<file path="src/rtl/operand_packer_if.sv">
// Byte-pair input stream and packed A/B vector output of operand_packer.
// master = source/consumer side, slave = the packer itself.
interface operand_packer_if #(
    parameter int LANES = 16,
    parameter int DW    = 8,
    parameter int CNTW  = 16
);
    logic                  in_valid;
    logic                  in_ready;
    logic [DW-1:0]         in_a;
    logic [DW-1:0]         in_b;
    logic                  in_last;
    logic [LANES*DW-1:0]   A;
    logic [LANES*DW-1:0]   B;
    logic                  out_valid;
    logic                  out_ready;
    logic [CNTW-1:0]       vec_count;

    modport master (
        output in_valid, in_a, in_b, in_last, out_ready,
        input  in_ready, A, B, out_valid, vec_count
    );

    modport slave (
        input  in_valid, in_a, in_b, in_last, out_ready,
        output in_ready, A, B, out_valid, vec_count
    );
endinterface

</file>
<file path="src/rtl/operand_packer.sv">
// operand_packer: packs LANES (a,b) byte pairs into wide A/B vectors, double-buffered.
// Define PACKER_PAD_EN to let in_last complete a short vector with zero-filled upper lanes.
//
// state   | meaning
// FILLING | collecting pairs into the fill buffer, in_ready=1
// HOLD    | fill buffer holds a complete vector waiting for the output slot, in_ready=0
module operand_packer #(
    parameter int LANES = 16,
    parameter int DW    = 8,
    parameter int CNTW  = 16
) (
    input logic             clk,
    input logic             rst,
    operand_packer_if.slave bus
);
    localparam int VW   = LANES * DW;
    localparam int IDXW = (LANES > 1) ? $clog2(LANES) : 1;
    localparam logic [IDXW-1:0] IDX_LAST = IDXW'(LANES - 1);

    localparam logic [0:0] S_FILLING = 1'b0;
    localparam logic [0:0] S_HOLD    = 1'b1;

    logic [0:0]      state;
    logic [IDXW-1:0] idx;
    logic [VW-1:0]   fill_a;
    logic [VW-1:0]   fill_b;
    logic [VW-1:0]   merged_a;
    logic [VW-1:0]   merged_b;
    logic [VW-1:0]   out_a;
    logic [VW-1:0]   out_b;
    logic            out_valid_q;
    logic [CNTW-1:0] vec_count_q;
    logic            in_ready;
    logic            in_xfer;
    logic            out_xfer;
    logic            slot_free;
    logic            complete;
    logic            load;

    assign in_ready  = (state == S_FILLING);
    assign in_xfer   = bus.in_valid && in_ready;
    assign out_xfer  = out_valid_q && bus.out_ready;
    assign slot_free = !out_valid_q || out_xfer;

`ifdef PACKER_PAD_EN
    assign complete = in_xfer && ((idx == IDX_LAST) || bus.in_last);
`else
    logic unused_in_last;
    assign unused_in_last = bus.in_last;
    assign complete = in_xfer && (idx == IDX_LAST);
`endif

    assign load = slot_free && (complete || (state == S_HOLD));

    // Fill buffer with the current pair written into lane idx (and upper lanes cleared on a short vector)
    always_comb begin
        merged_a = fill_a;
        merged_b = fill_b;
        for (int k = 0; k < LANES; k++) begin
            if (k == int'(idx)) begin
                merged_a[k*DW +: DW] = bus.in_a;
                merged_b[k*DW +: DW] = bus.in_b;
            end
`ifdef PACKER_PAD_EN
            else if ((k > int'(idx)) && bus.in_last) begin
                merged_a[k*DW +: DW] = '0;
                merged_b[k*DW +: DW] = '0;
            end
`endif
        end
    end

    always_ff @(posedge clk) begin
        if (rst) begin
            state       <= S_FILLING;
            idx         <= '0;
            fill_a      <= '0;
            fill_b      <= '0;
            out_a       <= '0;
            out_b       <= '0;
            out_valid_q <= 1'b0;
            vec_count_q <= '0;
        end else begin
            if (in_xfer) begin
                fill_a <= merged_a;
                fill_b <= merged_b;
                idx    <= complete ? '0 : idx + 1'b1;
            end

            if (complete && !slot_free) begin
                state <= S_HOLD;
            end else if ((state == S_HOLD) && slot_free) begin
                state <= S_FILLING;
            end

            // A held vector comes from the fill buffer; a just-completed one bypasses it
            if (load) begin
                out_a       <= (state == S_HOLD) ? fill_a : merged_a;
                out_b       <= (state == S_HOLD) ? fill_b : merged_b;
                out_valid_q <= 1'b1;
            end else if (out_xfer) begin
                out_valid_q <= 1'b0;
            end

            if (out_xfer) begin
                vec_count_q <= vec_count_q + 1'b1;
            end
        end
    end

    assign bus.in_ready  = in_ready;
    assign bus.A         = out_a;
    assign bus.B         = out_b;
    assign bus.out_valid = out_valid_q;
    assign bus.vec_count = vec_count_q;
endmodule
</file>
<file path="src/flat_wrapper.sv">
// flat-port wrapper written by rule: the top's interface ports become plain ports
module operand_packer_flat 
#(
    parameter int LANES = 16,
    parameter int DW    = 8,
    parameter int CNTW  = 16
)
  (clk, rst, bus_in_valid, bus_in_a, bus_in_b, bus_in_last, bus_out_ready, bus_in_ready, bus_A, bus_B, bus_out_valid, bus_vec_count);
  operand_packer_if #(.LANES(LANES), .DW(DW), .CNTW(CNTW)) bus_i ();
  input logic clk;
  input logic rst;
  input wire logic [$bits(bus_i.in_valid)-1:0] bus_in_valid;
  input wire logic [$bits(bus_i.in_a)-1:0] bus_in_a;
  input wire logic [$bits(bus_i.in_b)-1:0] bus_in_b;
  input wire logic [$bits(bus_i.in_last)-1:0] bus_in_last;
  input wire logic [$bits(bus_i.out_ready)-1:0] bus_out_ready;
  output wire logic [$bits(bus_i.in_ready)-1:0] bus_in_ready;
  output wire logic [$bits(bus_i.A)-1:0] bus_A;
  output wire logic [$bits(bus_i.B)-1:0] bus_B;
  output wire logic [$bits(bus_i.out_valid)-1:0] bus_out_valid;
  output wire logic [$bits(bus_i.vec_count)-1:0] bus_vec_count;
  assign bus_i.in_valid = bus_in_valid;
  assign bus_i.in_a = bus_in_a;
  assign bus_i.in_b = bus_in_b;
  assign bus_i.in_last = bus_in_last;
  assign bus_i.out_ready = bus_out_ready;
  assign bus_in_ready = bus_i.in_ready;
  assign bus_A = bus_i.A;
  assign bus_B = bus_i.B;
  assign bus_out_valid = bus_i.out_valid;
  assign bus_vec_count = bus_i.vec_count;
  operand_packer #(.LANES(LANES), .DW(DW), .CNTW(CNTW)) u_core (.clk(clk), .rst(rst), .bus(bus_i));
endmodule
</file>
<file path="config.mk">
export PLATFORM = sky130hd
export DESIGN_NAME = operand_packer_flat
export DESIGN_NICKNAME = d
export VERILOG_FILES = /design/src/rtl/operand_packer_if.sv /design/src/rtl/operand_packer.sv /design/src/flat_wrapper.sv
export SDC_FILE = /design/constraint.sdc
export NUM_CORES = 1
export LEC_CHECK = 0
export CAP_MARGIN = 10
export CORE_ASPECT_RATIO = 1.1
export CORE_MARGIN = 2
export CORE_UTILIZATION = 55
export DETAILED_ROUTE_END_ITERATION = 6
export PLACE_DENSITY = 0.82
export SETUP_SLACK_MARGIN = 0.05
export SLEW_MARGIN = 20
export SYNTH_ARGS = -nofsm -noshare
export SYNTH_HDL_FRONTEND = slang
export SYNTH_SLANG_ARGS = --single-unit
</file>
<file path="constraint.sdc">
create_clock -name clk -period 2.3 [get_ports clk]
set_input_delay 0.46 -clock clk [delete_from_list [all_inputs] [get_ports clk]]
set_output_delay 0.46 -clock clk [all_outputs]
set_load 0.05 [all_outputs]
</file>
==> results of run 1 <==
cell usage in the layout (no fill, tap or decap), types with 3 or more instances in the layout:
| cell type | n |
|---|---|
| nor2b_1 | 8 |
| nor2_8 | 4 |
| clkbuf_16 | 51 |
| a311oi_1 | 67 |
| or2_2 | 5 |
| and3_1 | 6 |
| nor2_4 | 9 |
| dfxtp_1 | 533 |
| buf_12 | 42 |
| clkdlybuf4s50_1 | 225 |
| or4_1 | 3 |
| nor3_1 | 7 |
| nand2_1 | 647 |
| a211oi_1 | 189 |
| xnor2_1 | 5 |
| or3_1 | 3 |
| nand4_1 | 3 |
| ha_1 | 5 |
| nand2b_1 | 3 |
| nor2_1 | 288 |
| clkinv_2 | 6 |
| dlymetal6s2s_1 | 28 |
| a21oi_1 | 259 |
| clkbuf_1 | 12 |
| o21ai_0 | 6 |
| clkbuf_8 | 10 |
| inv_1 | 6 |
| dlygate4sd2_1 | 37 |
| mux2i_1 | 196 |
| nand3b_1 | 3 |
| xor2_1 | 6 |
| nand3_1 | 21 |
| buf_4 | 85 |
what timing repair did:
item / CTS / global route
endpoints found under the setup margin: 37 / 161
hold buffers: 0 / 0
cloned: 0 / 0
gates resized for setup: 37 / 32
report_power, final:
part           leakage [nW]  switching, mW  internal [mW]  total (mW)
sequential             4.30         0.0245           9.29        9.31
clock                 0.757           3.39           4.47        7.85
combinational          4.36          0.545          0.259       0.804
total                  9.42           3.95           14.0        18.0
registers in the layout (all words and copies together), names as in the netlist:
signal / flops
u_core.idx: 4
u_core.fill_b: 128
u_core.bus.A: 128
u_core.state: 1
u_core.bus.vec_count: 16
u_core.bus.B: 128
u_core.bus.out_valid: 1
u_core.fill_a: 128
worst paths after layout:
path | start | to | slack (ns) | cells after the start
setup / recovery | u_core.bus.B[17]$_SDFFE_PP0P_ | bus_B[17] | 0.06 | 1
hold / removal | rst | u_core.bus.vec_count[12]$_SDFFE_PP0P_ | 0.40 | 2
setup reg to reg | u_core.idx[0]$_SDFFE_PP0P_ | u_core.bus.A[80]$_SDFFE_PP0P_ | 0.25 | 6
hold reg to reg | u_core.fill_a[78]$_SDFFE_PP0P_ | u_core.fill_a[78]$_SDFFE_PP0P_ | 0.45 | 2
cells by family after synthesis:
kind of cell / Yosys count
muxes: 196
xor gates and xnor gates: 11
adders and majority gates: 6
and+or+nand+nor: 1029
buffers and inverters: 245
DFF: 534
AOI/OAI and AO/OA: 526
per-stage QoR:
step / instances / util / hold WS (ns) / instance area (µm²) / setup slack, ns
3_5_place_dp: 3233 / 0.655 / 0.446 / 25500 / -0.0729
3_3_place_gp: 3233 / 0.655 / 0.441 / 25500 / -0.00585
6_report: 3314 / 0.696 / 0.403 / 27100 / 0.0623
5_1_grt: 3314 / 0.696 / 0.444 / 27100 / 0.0307
4_1_cts: 3314 / 0.693 / 0.423 / 27000 / 0.0508
2_1_floorplan: 2547 / - / 0.436 / 21600 / 0.336
layout make-up:
| cell class | count | area [µm²] | share of cell area |
|---|---|---|---|
| Clock buffer | 73 | 1460 | 0.0539 |
| Clock inverter | 8 | 68.8 | 0.00254 |
| Inverter | 6 | 22.5 | 0.000832 |
| Multi-Input combinational cell | 1768 | 9760 | 0.361 |
| Sequential cell | 534 | 10700 | 0.395 |
| Tap cell | 507 | 634 | 0.0234 |
| Timing Repair Buffer | 418 | 4420 | 0.163 |
worst register-to-register path, delay by kind of cell, from the launching register on:
family                   cells  cell delay, ns
AO/OA/AOI/OAI                1            0.28
AND/OR/NAND/NOR              3            0.74
adder cells (fa/ha/maj)      1            0.35
flip-flops                   1            0.47
buffers and inverters        1            0.13
routing by layer:
metal / vias up / wire [µm]
li1: 9101 / -
met2: 756 / 30100
met3: 162 / 3810
met4: 0 / 2760
met5: - / 0
met1: 9065 / 23900
==> results.yml, run 1 <==
floorplan:
  rows: 76
  core_um2: 38900
  io_pins: 295
  fp.dieH_um: 212
  die_w_um: 193
  dieArea_um2: 40800
  initial_core_util: 0.555
clock_tree:
  cts_made_buffers: 51
  clockBufferDepth: 3
  postCtsSetupBuffers: 0
  clkSlewWorstSetupHoldPaths_ns: 0.06
  cts_tree: "built"
  clock-sinks: 534
  clk_latency_ns: 0.57
  cts.root.buffer_cell: "clkbuf_16"
  htree_levels: 2
global_route:
  grt_use_met2: 0.501
  grt_pass1_vias: 18200
  grt_max_degree: 124
  antenna_found_initial: 0
  busiest_layer: "met2"
  grt_pass1_wl_um: 93600
  grt_overflow: 0
  met3_usage: 0.0395
  met1_usage: 0.346
  grtUsageTotal: 0.287
timing:
  finalClockSkew_ns: 0.0225
  rsz0062_at_grt: "false"
  final_hold_viol_count: 0
  fin_crit_sh: 0.973
  worst_slew_pin_slew_ns: 0.879
  slew_headroom: 0.414
  setup_viol: 0
  max_freq_mhz: 447
  tns_ns: 0
  maxSlewViolCount: 0
  period_needed_ns: 2.24
logic_synthesis:
  synth_edf_count: 0
  synth_most_common_cell: "nand2_1"
  synth_area_um2: 21600
  synth_cells: 2547
  async_reset_ff_frac: 0
  ys_warn_count: 0
  post_synth.cell_area_avg_um2: 8.47
  synth_simple_gate_area_share: 0.196
  netlist_top_cells_count: "nand2_1 (647), dfxtp_1 (534), nor2_1 (288)"
  yosys.area.top_type: "dfxtp_1"
  yosysTopAreaCellShare: 0.495
  synth-compound-area-share: 0.157
  syn-num-nets: 2574
  synthFlopType: "dfxtp_1"
  synth_adder_area_share: 0.00348
  synthMuxAreaShare: 0.0909
  ys_types: 46
  synth_seq_cells: 534
  ys_seq_area_frac: 0.495
  yosys-top-cells-area: "dfxtp_1 (50%), nand2_1 (11%), mux2i_1 (9.1%), a211oi_1 (6.6%), a21oi_1 (6.0%)"
  synth_top_family_by_area: "simple AND/OR/NAND/NOR gates"
  synth_xor_area_frac: 0.00447
routing:
  drt-initial-drc-count: 1344
  drc_errors: 0
  drtAntennaViolNets: 0
  routed_wl_um: 60500
  routedWlPerCell_um: 18.3
  vias: 19100
  avgViaCountPerCell: 5.76
  firstDrtPassIters: 6
hold_path:
  hold_path.class: "in2reg"
setup_path:
  endpoint_kind: "primary output"
  critPathMaxFanout: 2
  path_cells: "clkdlybuf4s50_1"
  slowest_stage: "clkdlybuf4s50_1"
  worst-path-buf-inv: 1
  path_delay_family: "buffers and inverters"
  max_stage_delay_ns: 0.85
  crit_type: "reg2out"
  start_kind: "flop"
  crit_required_ns: 1.84
  worstPathArrival_ns: 1.78
finish:
  n_antenna_cell: 0
  drive_above_1_share: 0.0823
  fillCellCount: 2897
  fin_nets: 2806
  syn2layout_area_growth_pct: 25.4
job:
  drv_cap: 0
placed_design:
  hpwl_um: 40000
  gp_congestion: 0.863
  io_buffers: 293
power:
  power_mw: 18.0
  ir_worst_vdd_v: 0.000556
  powerDensity_nw_per_um2: 664
  p_leak_nw: 9.42
outcome:
  status: "completed"
Note: power is estimated with default switching activity, not from simulation.
==> run 2: changes to the inputs <==
HOLD_SLACK_MARGIN = 0.1   (was default)
==> results of run 2 <==
The final DEF is identical to that of run 1; final timing and power are the same.
==> run 3: changes to the inputs <==
TNS_END_PERCENT = 50   (was default)
==> run 3 against run 2 <==
Utilization hardly changed; largest cell class unchanged; via count is 0.61% lower; register-to-register slack hardly changed.
==> results.yml, run 3 (synthesis results as in run 1) <==
finish:
  utilization: 0.695
  fin_nets: 2806
  mostFrequentLayoutCell: "nand2_1"
  drive_above_1_share: 0.0827
  instances_no_fill: 3314
  n_antenna_cell: 0
  layout_common_cells: "nand2_1 (647), dfxtp_1 (533), nor2_1 (288)"
  syn2layout_area_growth_pct: 25.3
  final_cell_area_um2: 27000
routing:
  firstDrtPassIters: 6
  routedWlPerCell_um: 18.2
  routed_wl_um: 60200
  drtAntennaViolNets: 0
  vias: 19000
  avgViaCountPerCell: 5.72
  drt-initial-drc-count: 1378
  drc_errors: 0
power:
  powerDensity_nw_per_um2: 665
  ir_worst_vdd_v: 0.000560
  p_leak_nw: 8.99
  power_mw: 18.0
floorplan:
  die_w_um: 193
  io_pins: 295
  rows: 76
  dieArea_um2: 40800
  initial_core_util: 0.555
  core_um2: 38900
  fp.dieH_um: 212
clock_tree:
  clkSlewWorstSetupHoldPaths_ns: 0.06
  clockBufferDepth: 3
  cts_made_buffers: 51
  cts.root.buffer_cell: "clkbuf_16"
  htree_levels: 2
  cts_tree: "built"
  clk_latency_ns: 0.57
  clock-sinks: 534
placed_design:
  placed_cell_area_um2: 25500
  placed_cells: 3233
  io_buffers: 293
  hpwl_um: 40000
  gp_congestion: 0.863
  post-place-ws_ns: -0.0729
setup_path:
  max_stage_delay_ns: 0.83
  slowest_stage: "clkdlybuf4s50_1"
  worst-path-buf-inv: 1
  critPathMaxFanout: 2
  crit_type: "reg2out"
  start_kind: "flop"
  path_cells: "clkdlybuf4s50_1"
  path_delay_family: "buffers and inverters"
  crit_required_ns: 1.84
  worstPathArrival_ns: 1.79
  endpoint_kind: "primary output"
timing:
  maxSlewViolCount: 0
  rsz0062_at_grt: "true"
  tns_ns: 0
  holdWs_ns: 0.407
  final_hold_viol_count: 0
  slew_headroom: 0.419
  worst_slack_ns: 0.0509
  worst_slew_pin_slew_ns: 0.872
  fin_crit_sh: 0.978
  finalClockSkew_ns: 0.0221
  max_freq_mhz: 445
  period_needed_ns: 2.25
  setup_viol: 0
global_route:
  antenna_found_initial: 0
  grtUsageTotal: 0.287
  grt_pass1_vias: 18200
  grt_max_degree: 124
  grt_pass1_wl_um: 93600
  grt_overflow: 0
hold_path:
  hold_path.class: "in2reg"
job:
  drv_cap: 0
outcome:
  status: "completed"
==> run 3: worst register-to-register path: stages, from the launching register on <==
cell	delay (ns)
dfxtp_1	0.38
inv_1	0.14
ha_1	0.39
inv_1	0.20
nor3_4	0.19
buf_4	0.27
nand2_1	0.10
a311oi_1	0.31
==> run 3: path summary, 6_finish.rpt <==
check / startpoint / to / slack (ns) / cells past startpoint
worst max-delay path: u_core.bus.B[42]$_SDFFE_PP0P_ / bus_B[42] / 0.05 / 1
worst min-delay path: rst / u_core.bus.vec_count[12]$_SDFFE_PP0P_ / 0.41 / 2
worst max register to register: u_core.idx[0]$_SDFFE_PP0P_ / u_core.bus.B[17]$_SDFFE_PP0P_ / 0.24 / 7
worst min register to register: u_core.fill_a[65]$_SDFFE_PP0P_ / u_core.fill_a[65]$_SDFFE_PP0P_ / 0.45 / 2
==> run 3: repair_timing <==
item | 4_1_cts | 5_1_grt
setup buffers | 0 | 0
gates resized for setup | 18 | 15
hold buffers | 0 | 0
endpoints found under the setup margin | 37 | 178
==> run 3: report_power, final <==
part | switching (mW) | leakage, nW | internal [mW] | total [mW]
clock | 3.39 | 0.757 | 4.47 | 7.86
sequential | 0.0245 | 4.30 | 9.29 | 9.31
combinational | 0.543 | 3.93 | 0.259 | 0.802
total | 3.96 | 8.99 | 14.0 | 18.0
==> run 3: layout make-up <==
cell class,count,area [µm²]
Sequential cell,534,10700
Inverter,6,22.5
Fill cell,2897,11900
Tap cell,507,634
Multi-Input combinational cell,1768,9760
Clock buffer,73,1460
Clock inverter,8,68.8
Timing Repair Buffer,418,4400
==> run 3: metal layers <==
metal | vias to the layer above | part of all wire | global-route usage
met5 | - | 0 | 0
met4 | 0 | 0.046 | 0.141
met3 | 158 | 0.068 | 0.0395
met2 | 723 | 0.49 | 0.501
met1 | 8978 | 0.39 | 0.346
li1 | 9108 | - | -
